<file path="src/rtl/imem_dmem_arbiter.sv">
// imem_dmem_arbiter
// Lets the CPU fetch port and data port share one single-port synchronous RAM
// (1-cycle read latency). The data port wins by default. A streak counter hands
// the RAM to a waiting fetch after MAX_STREAK back-to-back data grants.
// A registered owner steers returning read data to the port that issued the read.
module imem_dmem_arbiter #(
    parameter int XLEN       = 32,
    parameter int ALEN       = 32,
    parameter int MAX_STREAK = 4,
    parameter int SW         = 3
) (
    input  logic            clk,
    input  logic            rst,        // asynchronous, active-low
    // instruction fetch port
    input  logic            i_req,
    input  logic [ALEN-1:0] i_addr,
    output logic            i_gnt,
    output logic            i_rvalid,
    output logic [XLEN-1:0] i_rdata,
    // data port
    input  logic            d_req,
    input  logic            d_we,
    input  logic [3:0]      d_be,
    input  logic [ALEN-1:0] d_addr,
    input  logic [XLEN-1:0] d_wdata,
    output logic            d_gnt,
    output logic            d_rvalid,
    output logic [XLEN-1:0] d_rdata,
    // RAM side
    output logic            mem_en,
    output logic            mem_we,
    output logic [3:0]      mem_be,
    output logic [ALEN-1:0] mem_addr,
    output logic [XLEN-1:0] mem_wdata,
    input  logic [XLEN-1:0] mem_rdata
);

    typedef enum logic [1:0] {
        OWN_NONE = 2'd0,
        OWN_IRD  = 2'd1,
        OWN_DRD  = 2'd2
    } owner_e;

    localparam logic [SW-1:0] STREAK_LIMIT = SW'(MAX_STREAK);
    localparam bit            FAIR_EN      = (MAX_STREAK != 0);

    owner_e          r_owner;
    owner_e          w_owner_nxt;
    logic [SW-1:0]   r_streak;
    logic [SW-1:0]   w_streak_nxt;
    logic            w_streak_full;

    // The streak has reached its limit; with fairness disabled it never blocks data.
    assign w_streak_full = FAIR_EN && (r_streak == STREAK_LIMIT);

    // Grant arbitration: data first unless a waiting fetch has used up its patience.
    always_comb begin
        i_gnt = 1'b0;
        d_gnt = 1'b0;
        if (d_req && !(i_req && w_streak_full)) begin
            d_gnt = 1'b1;
        end else if (i_req) begin
            i_gnt = 1'b1;
        end else begin
            i_gnt = 1'b0;
            d_gnt = 1'b0;
        end
    end

    // RAM command mux: granted port drives the RAM; idle cycles park on the fetch port.
    always_comb begin
        mem_en    = i_gnt | d_gnt;
        mem_we    = 1'b0;
        mem_be    = 4'hF;
        mem_addr  = i_addr;
        mem_wdata = {XLEN{1'b0}};
        if (d_gnt) begin
            mem_we    = d_we;
            mem_be    = d_be;
            mem_addr  = d_addr;
            mem_wdata = d_wdata;
        end else begin
            mem_we    = 1'b0;
            mem_be    = 4'hF;
            mem_addr  = i_addr;
            mem_wdata = {XLEN{1'b0}};
        end
    end

    // Next owner: whoever issued a read this cycle owns next cycle's RAM output.
    always_comb begin
        w_owner_nxt = OWN_NONE;
        if (i_gnt) begin
            w_owner_nxt = OWN_IRD;
        end else if (d_gnt && !d_we) begin
            w_owner_nxt = OWN_DRD;
        end else begin
            w_owner_nxt = OWN_NONE;
        end
    end

    // Next streak: count data grants taken while fetch waits, saturating at the limit.
    always_comb begin
        w_streak_nxt = r_streak;
        if (i_gnt || !i_req) begin
            w_streak_nxt = {SW{1'b0}};
        end else if (d_gnt && !w_streak_full && (r_streak != STREAK_LIMIT)) begin
            w_streak_nxt = r_streak + {{(SW-1){1'b0}}, 1'b1};
        end else begin
            w_streak_nxt = r_streak;
        end
    end

    // Owner and streak state; reset drops any read still in flight.
    always_ff @(posedge clk or negedge rst) begin
        if (!rst) begin
            r_owner  <= OWN_NONE;
            r_streak <= {SW{1'b0}};
        end else begin
            r_owner  <= w_owner_nxt;
            r_streak <= w_streak_nxt;
        end
    end

    assign i_rvalid = (r_owner == OWN_IRD);
    assign d_rvalid = (r_owner == OWN_DRD);
    assign i_rdata  = mem_rdata;
    assign d_rdata  = mem_rdata;

endmodule

</file>
<file path="config.mk">
export PLATFORM = sky130hd
export DESIGN_NAME = imem_dmem_arbiter
export DESIGN_NICKNAME = d
export VERILOG_FILES = /design/src/rtl/imem_dmem_arbiter.sv
export SDC_FILE = /design/constraint.sdc
export NUM_CORES = 1
export LEC_CHECK = 0
export BUFFER_PORTS_ARGS = -buffer_cell sky130_fd_sc_hd__buf_2
export CORE_AREA = 2 2 106 108
export DETAILED_ROUTE_END_ITERATION = 8
export DIE_AREA = 0 0 108 110
export PLACE_DENSITY_LB_ADDON = 0.1
export SETUP_SLACK_MARGIN = 0.2
export SYNTH_ARGS = -nofsm -noshare
export SYNTH_HDL_FRONTEND = slang
export SYNTH_SLANG_ARGS = --single-unit
</file>
<file path="constraint.sdc">
create_clock -name clk -period 2.3 [get_ports clk]
set_input_delay 0.23 -clock clk [delete_from_list [all_inputs] [get_ports clk]]
set_output_delay 0.23 -clock clk [all_outputs]
set_load 0.02 [all_outputs]
</file>
# After elaboration in Yosys (flattened, before gate mapping)
# Index checks and enable logic that the tools add are counted.
# totals
ramBits	0
wordCells	30
rom_bits	0
latchBits	0
out_inout_bits	138
regBits	5
input_bits	137
mem_count	0
# classes
div_mod_pow	0
n_mul	0
reduce_logical	11
n_shift	0
n_mux	11
add_sub_neg	1
order_cmp	0
eq_ne	4
n_bitwise	1
# op_table
cell	count
$mux W32	2
$mux W3	2
$logic_and A1 B1 Y1	5
$logic_not A1 Y1	4
$mux W1	4
$mux W2	2
$mux W4	1
$add A3 B1 Y3 const B	1
$eq A3 B3 Y1 const B	1
$ne A3 B3 Y1 const B	1
$eq A2 B1 Y1 const B	1
$eq A2 B2 Y1 const B	1
$reduce_bool A2 Y1	1
$logic_or A1 B1 Y1	1
$or A1 B1 Y1	1

# Depth between registers and ports, before layout
# Gate-level depths: netlist of the first run.
# depth
word_depth	9
ltp_mapped	7

# Worst setup path before layout of the first run
# No wires, ideal clock.
# synth_path
path_type	flip-flop to output port
start	reg r_streak[0]
end	out mem_addr[0]
t_arrival_ns	1.436
path_slack_ns	0.634
path_stages_with_launch	7
path_buffers	2
t_required_ns	2.070
cell_sequence	dfrtp_1 > inv_1 > ha_1 > buf_6 > and3_4 > buf_2 > o211ai_1
# synth_between
elab_chain_len	6
# synth_lines
element	line_no	source
from (decl)	49	logic [SW-1:0] r_streak;
from (signal assigned)	118	r_streak <= {SW{1'b0}};
from (signal assigned)	121	r_streak <= w_streak_nxt;
$eq A3 B3 Y1	54	assign w_streak_full = FAIR_EN && (r_streak == STREAK_LIMIT);
$logic_and A1 B1 Y1	60	if (d_req && !(i_req && w_streak_full)) begin
$logic_not A1 Y1	60	
$logic_and A1 B1 Y1	60	
$mux W1	60	
$mux W32	77	if (d_gnt) begin
to (decl)	33	output logic [ALEN-1:0] mem_addr,
# Every way passes these cells.

# Worst setup path after layout of the first run
# layout_path
start	reg r_streak[0]
end	out i_gnt
# layout_between
elab_chain_len	5
# layout_lines
element	line_no	source
$eq A3 B3 Y1	54	
$logic_and A1 B1 Y1	60	
$logic_not A1 Y1	60	
$logic_and A1 B1 Y1	60	
$mux W1	60	
to (decl)	17	output logic i_gnt,
# Every way passes these cells.

==> results of run 1 <==
cell type report:
type / instances / area, µm²
clock buffers: 4 / 45.04
fillers: 1270 / 8154
inverters: 3 / 11.26
repair buffers: 187 / 973.4
flip-flops and latches: 5 / 125.1
multi-input cells: 183 / 1214
well taps: 140 / 175.2
logic make-up after synthesis:
family                     count (synthesis)  share of synthesized area
DFF                                        5                    0.06333
buffers and inverters                     97                     0.3281
adders and majority gates                  2                    0.01266
and+or+nand+nor                          146                     0.4224
AOI/OAI and AO/OA                         34                     0.1735
synthesized netlist by cell type:
library cell	n	share of area
buf_4	65	0.25
a21boi_0	1	0.0038
dfrtp_1	5	0.063
or2_2	1	0.0032
clkbuf_1	17	0.032
and3_1	33	0.10
nand2_1	34	0.065
or3_1	4	0.013
nor3b_1	1	0.0038
o211ai_2	18	0.11
and4_1	1	0.0044
o211ai_1	14	0.053
nor2_1	1	0.0019
a21oi_1	1	0.0025
nand3_1	1	0.0025
and3_4	1	0.0057
nor3_1	1	0.0025
nand2b_1	33	0.10
buf_6	4	0.023
nand4_1	32	0.10
inv_1	3	0.0057
or3b_1	1	0.0044
nor2b_1	2	0.0063
buf_2	8	0.020
ha_1	2	0.013
flip-flops by register name (all words and copies together), names as in the netlist:
name,flops
r_owner,2
r_streak,3
worst max path at each step:
stage,to,start,slack (ns),cells after the start
2_1_floorplan,mem_addr[0],r_streak[0]$_DFFE_PN0P_,0.63,6
3_3_place_gp,mem_addr[0],r_streak[0]$_DFFE_PN0P_,0.49,5
3_5_place_dp,mem_addr[27],r_streak[0]$_DFFE_PN0P_,0.44,5
4_1_cts,mem_addr[27],r_streak[0]$_DFFE_PN0P_,0.21,5
5_1_grt,i_gnt,r_streak[0]$_DFFE_PN0P_,0.16,6
6_report,i_gnt,r_streak[0]$_DFFE_PN0P_,0.31,6
metal layers:
metal / vias to the layer above / routed length [µm]
met5: - / 0
met4: 0 / 199
met3: 27 / 456
met2: 80 / 3896
met1: 1015 / 2957
li1: 1134 / -
where the power goes:
| group | total, W | switching [W] | internal (W) |
|---|---|---|---|
| registers | 0.0000938 | 0.00000193 | 0.0000919 |
| logic | 0.000453 | 0.000263 | 0.000190 |
| clock network | 0.000164 | 0.0000444 | 0.000119 |
stage by stage:
| stage | util | total power, W |
|---|---|---|
| after global routing | 0.2378 | 0.0007707 |
| after global placement | 0.2316 | 0.0005515 |
| final | 0.2378 | 0.0007101 |
| after CTS | 0.2367 | 0.0007233 |
| after detailed placement | 0.2316 | 0.0005508 |
| after floorplan | - | 0.0005142 |
critical path: stages (launching register included):
cell      delay, ns
dfrtp_1        0.39
inv_1          0.06
ha_1           0.26
buf_4          0.24
nand2_1        0.11
a21boi_0       0.25
buf_2          0.22
repair_timing:
item                       in CTS  in global routing
setup endpoints to repair       0                 36
hold endpoints to repair        5                  0
resized for setup               0                  1
hold buffers                    1                  0
==> metrics.md, run 1 <==
| Metric | Value |
|---|---|
| Syn Area/Cell | 6.956 µm² |
| Effective utilization at floorplan | 0.1847 |
| Synth-to-Final Area Change | 28.75% |
| GR Util met1 | 0.1339 |
| Pre-CTS setup slack | 0.4436 ns |
| Post-Route WL | 7510 µm |
| First-pass GRT wire length | 10,580 µm |
| Worst hold margin | 0.1898 ns |
| TritonCTS clock tree | built |
| Initial DRT Pass Iterations | 4 |
| Starting DRT DRC Count | 136 |
| PD cells | 279.2 nW/µm² |
| Max_cap viols | 0 |
| Share of post-route cells with drive strength above 1 | 0.5497 |
| Core Box Area | 10,700 µm² |
| Via density per instance | 4.322 |
| Final period utilization | 0.8642 |
| Net Count, Synth | 423 |
| Worst Hold End | r_owner[1]$_DFF_PN0_ |
| Die Area | about 12,000 µm² |
| Total CTS buffers | 3 |
| Clock root buffer | clkbuf_8 |
| Placed Cells | 516 |
| Site row count | 38 |
| Cell Area, Synth | 1976 µm² |
| Crit path DAT | approximately 1.8 ns |
| Die Ht | 110 µm |
| Syn Inst Count | 284 |
| Later-pin clock latency in the skew report | 0.22 ns |
| Hold_sp | d_we |
| Register-to-Register Path Depth | 5 |
| # setup viols final | 0 |
| Unrepaired setup endpoints after global routing | yes |
| Final HPWL DP | 5884 µm |
| ANT cells | 0 |
| Post-route setup slack | 0.3123 ns |
| Status | complete, no violations |
| CP Launch Type | flop |
| Grt total ovfl | 0 |
| Post-route cell area | ~2500 µm² |
| Leak | between 1 and 1.5 nW |
| Nets | 522 |
| Setup_tns | 0 ns |
| Worst Path Class, Setup | flop to output pin |
| Initial antenna violation count | 0 |
| CP Max Fanout | 12 |
| Fmax | 503.1 MHz |
| Worst Hold Depth | 2 |
| Post-layout min period | 1.988 ns |
| Yosys cell types | 25 |
| CTS Buffer Depth | 2 |
| Yosys warning total | 0 |
| Die W | 108 µm |
| GP Congestion | 0.6666 |
| Met2 Use GR | 0.1941 |
| Seq cells post-synth | 5 |
| Slew HR | 0.7151 |
| H-tree Lvls | 1 |
| Post-CTS setup buffer count | 0 |
| Clk_skew | 0.004620 ns |
| Non-Filler Instances | ~520 |
| Flop2flop setup slack | ~0.88 ns |
| # IOs | 275 |
| R2R Path End | r_owner[0]$_DFF_PN0_ |
| Routed len/inst | 14.39 µm |
| Number of global-route vias before repair | 2,095 |
| Commonest non-fill, non-tap cell in the layout | buf_2 |
| Global-route usage over all layers | 0.1106 |
| Register area share after synthesis | 0.06333 |
| Final Hold Viols | 0 |
| Top Usage Layer GRT | met2 |
| Final Max Tran Viols | 0 |
| Hold WC Path Type | primary input to flop |
| DR vias | around 2,300 |
| ANT nets after route | 0 |
| CTS sink count | 5 |
| Met3 Resource Use GR | 0.01999 |
| Port Buffers | 178 |
| DRC errors left | 0 |
| Slew @ Worst Pin | 0.4273 ns |
| Most frequent cells in the layout | buf_2 (178), nand2_1 (34), nand2b_1 (33), and3_1 (33), nand4_1 (32) |
| Crit. End Element | output pin |
| Reg clk slew, reported paths | 0.04 ns |
| Reg-to-reg critical path startpoint | r_streak[0]$_DFFE_PN0P_ |
| Largest net degree at the start of global routing | 45 |
| Worst EP required | between 2 and 2.5 ns |
| DP Area | approximately 2500 µm² |
| Peak supply drop | approximately 0.13 mV |
Power figures use the tool's default switching activity.
==> run 2: changes to the inputs <==
ABC_AREA = 1   (was not set)
CORE_AREA = 2 2 105 107   (was 2 2 106 108)
DIE_AREA = 0 0 107 109   (was 0 0 108 110)
==> metrics.md, run 2 <==
| Metric | Value |
|---|---|
| Most frequent cells in the layout | buf_2 (178), nand2_1 (69), inv_1 (43) |
| Top sig layer | met4 |
| Synth-to-Final Area Change | 42.46% |
| Clock root buffer | clkbuf_8 |
| DR WL met3 | 578 µm (+27%) |
| Largest Register | r_streak |
| Slew @ Worst Pin | 0.3187 ns (-0.1085 ns) |
| Syn Area/Cell | 5.388 µm² (-23%) |
| H-tree Lvls | 1 (unchanged) |
| DR vias | 1,889 (-16%) |
| CP Launch Type | flop |
| Leak | 1.470 nW (+6.0%) |
| Synth cell count leaders | nand2_1 (69), buf_4 (64), inv_1 (43), nor2_1 (40), nand3_1 (33) |
| CP startpoint | r_streak[0]$_DFFE_PN0P_ |
| Post-CTS setup buffer count | 0 (unchanged) |
| Post-Route WL | 5289 µm (-30%) |
| Placed Cells | 518 (+0.39%) |
| M1 WL | 1835 µm (-38%) |
| Clk_skew | 0.002828 ns (-0.001792 ns) |
| Nets | 524 (+0.38%) |
| Top Registers | r_streak: 3 flops, r_owner: 2 flops |
| CTS sink count | 5 (unchanged) |
| Final HPWL DP | 4208 µm (-28%) |
| Later-pin clock latency in the skew report | 0.22 ns (about the same) |
| Grt total ovfl | 0 (unchanged) |
| Peak supply drop | 0.09494 mV (-28%) |
| Worst Path Class, Setup | flop to output pin |
| Top FF cell, synth | dfrtp_1 |
| Syn Inst Count | 274 (-3.5%) |
| Core Box Area | 10,600 µm² (-0.89%) |
| Post-synth EDFFs | 0 (unchanged) |
| Post-layout min period | 1.900 ns (-0.08820 ns) |
| Reg-to-reg critical path startpoint | r_streak[0]$_DFFE_PN0P_ |
| Post_cts resized | 0 (unchanged) |
| Unrepaired setup endpoints after global routing | no |
| Hold_sp | d_we |
| ANT nets after route | 0 (unchanged) |
| Final Hold Viols | 0 (unchanged) |
| Worst Hold Depth | 2 (unchanged) |
| Worst Hold End | r_owner[1]$_DFF_PN0_ |
| ANT cells | 0 (unchanged) |
| Global-route usage over all layers | 0.07472 (-0.03588) |
| Cell Area, Synth | 1476 µm² (-25%) |
| Routed len/inst | 10.09 µm (-30%) |
| Top cells by area, synth | buf_4 (33%), nand2_1 (18%), nand3_1 (11%), inv_1 (11%), nor2_1 (10%) |
| Slew HR | 0.7875 (+0.07236) |
| Die Ht | 109 µm (-0.91%) |
| Initial antenna violation count | 0 (unchanged) |
| Largest net degree at the start of global routing | 69 (+53%) |
| Die Area | 11,660 µm² (-1.8%) |
| R2R Path End | r_owner[0]$_DFF_PN0_ |
| # IOs | 275 (unchanged) |
| Seq cells post-synth | 5 (unchanged) |
| Register-to-Register Path Depth | 7 (+2) |
| Fmax | 526.4 MHz (+4.6%) |
| Final Max Tran Viols | 0 (unchanged) |
| Crit. End Element | output pin |
| Status | complete, no violations |
| CTS Buffer Depth | 2 (unchanged) |
| Yosys warning total | 0 (unchanged) |
| Max_cap viols | 0 (unchanged) |
| DRC errors left | 0 (unchanged) |
| Reg clk slew, reported paths | 0.04 ns (about the same) |
| CP Max Fanout | 34 (+22) |
| Net Count, Synth | 413 (-2.4%) |
| PD cells | 313.6 nW/µm² (+12%) |
| Flop2flop setup slack | 0.95 ns (+0.07 ns) |
| Number of global-route vias before repair | 1,619 (-23%) |
| Yosys top cell area share | 0.3254 (+0.07843) |
| Port Buffers | 178 (unchanged) |
| Setup_tns | 0 ns (unchanged) |
| Via density per instance | 3.605 (-17%) |
| Site row count | 38 (unchanged) |
| Register area share after synthesis | 0.08475 (+0.02141) |
| Total CTS buffers | 3 (unchanged) |
| Yosys cell types | 14 (-44%) |
| Die W | 107 µm (-0.93%) |
| Hold WC Path Type | primary input to flop |
| Met2 WL | 2768 µm (-29%) |
| Initial DRT Pass Iterations | 4 (unchanged) |
| GP Congestion | 0.6560 (-1.6%) |
| Count leader, synth | nand2_1 |
| Final period utilization | 0.8259 (-0.03835) |
| FFs w/ async S/R, synth | 1.000 (unchanged) |
| Commonest non-fill, non-tap cell in the layout | buf_2 |
| Largest area contributor in the synthesized netlist | buf_4 |
| # setup viols final | 0 (unchanged) |
| Number of flip-flops in the largest register | 3 (unchanged) |
| Share of post-route cells with drive strength above 1 | 0.4922 (-0.05755) |
| Starting DRT DRC Count | 40 (-71%) |
| Worst EP required | 2.07 ns (about the same) |
| TritonCTS clock tree | built |
| Crit path DAT | 1.67 ns (-0.09 ns) |
| Effective utilization at floorplan | 0.1392 (-0.04543) |
| Non-Filler Instances | 524 (+0.38%) |
| First-pass GRT wire length | 7155 µm (-32%) |
run 2: cell types whose count changed in the layout (fill, tap and decap cells not counted), sizes merged, moves of 2 or more:
cell	before	now
and3	35	0
buf	186	182
inv	3	44
nand2	34	70
nand2b	33	0
nand3	1	34
nand4	32	0
nor2	1	40
nor2b	2	0
o211ai	32	0
or3	4	0
run 2: worst max-delay path by stage:
| stage | depth (start not counted) | slack [ns] | end |
|---|---|---|---|
| after floorplan | 7 | 0.72 | i_gnt |
| after global placement | 8 | 0.56 | i_gnt |
| after detailed placement | 8 | 0.52 | i_gnt |
| after CTS | 8 | 0.28 | i_gnt |
| after global routing | 8 | 0.25 | i_gnt |
| final | 8 | 0.40 | i_gnt |
run 2: where the power goes:
group / total, W / switching (W) / internal (W)
clock network: 0.000160 / 0.0000414 / 0.000119
logic: 0.000405 / 0.000240 / 0.000166
registers: 0.0000940 / 0.00000198 / 0.0000920
run 2: metal layers:
layer / vias to the layer above / GRT usage
met5: - / 0
met3: 20 / 0.01076
met1: 783 / 0.07097
li1: 956 / -
met4: 0 / 0.02968
met2: 130 / 0.1579
run 2: timing repair:
action                     CTS  global route
hold buffers                 1             0
hold endpoints to repair     5             0
setup endpoints to repair    0             1
run 2: logic make-up after synthesis:
logic type / Yosys count / synth area share
flip-flops: 5 / 0.08475
XOR/XNOR: 1 / 0.005933
adder cells (fa/ha/maj): 2 / 0.01695
buffers and inverters: 122 / 0.4924
AND/OR/NAND/NOR: 144 / 0.4000
run 2: final cells by class:
type / count / area (µm²)
clock buffers: 4 / 45.04
multi-input cells: 147 / 624.3
fillers: 1234 / 8499
repair buffers: 184 / 968.4
flip-flops and latches: 5 / 125.1
well taps: 140 / 175.2
inverters: 44 / 165.2
run 2: worst max-delay path, stage by stage (launching register included):
cell     delay, ns
dfrtp_1       0.38
inv_1         0.07
ha_1          0.15
nand3_2       0.10
nand2_2       0.13
buf_12        0.21
inv_2         0.09
nor2_1        0.13
buf_2         0.18
run 2: through the flow:
step	cell area, µm²	total power, W	util	hold WS [ns]	setup WS (ns)
6_report	2103	0.0006596	0.1984	0.1812	0.4004
4_1_cts	2078	0.0006655	0.1960	0.1775	0.2781
5_1_grt	2103	0.0007137	0.1984	0.1793	0.2503
3_5_place_dp	2023	0.0004987	0.1908	0.06025	0.5178
3_3_place_gp	2023	0.0005022	0.1908	0.05252	0.5622
2_1_floorplan	1476	0.0004793	-	-0.06559	0.7170
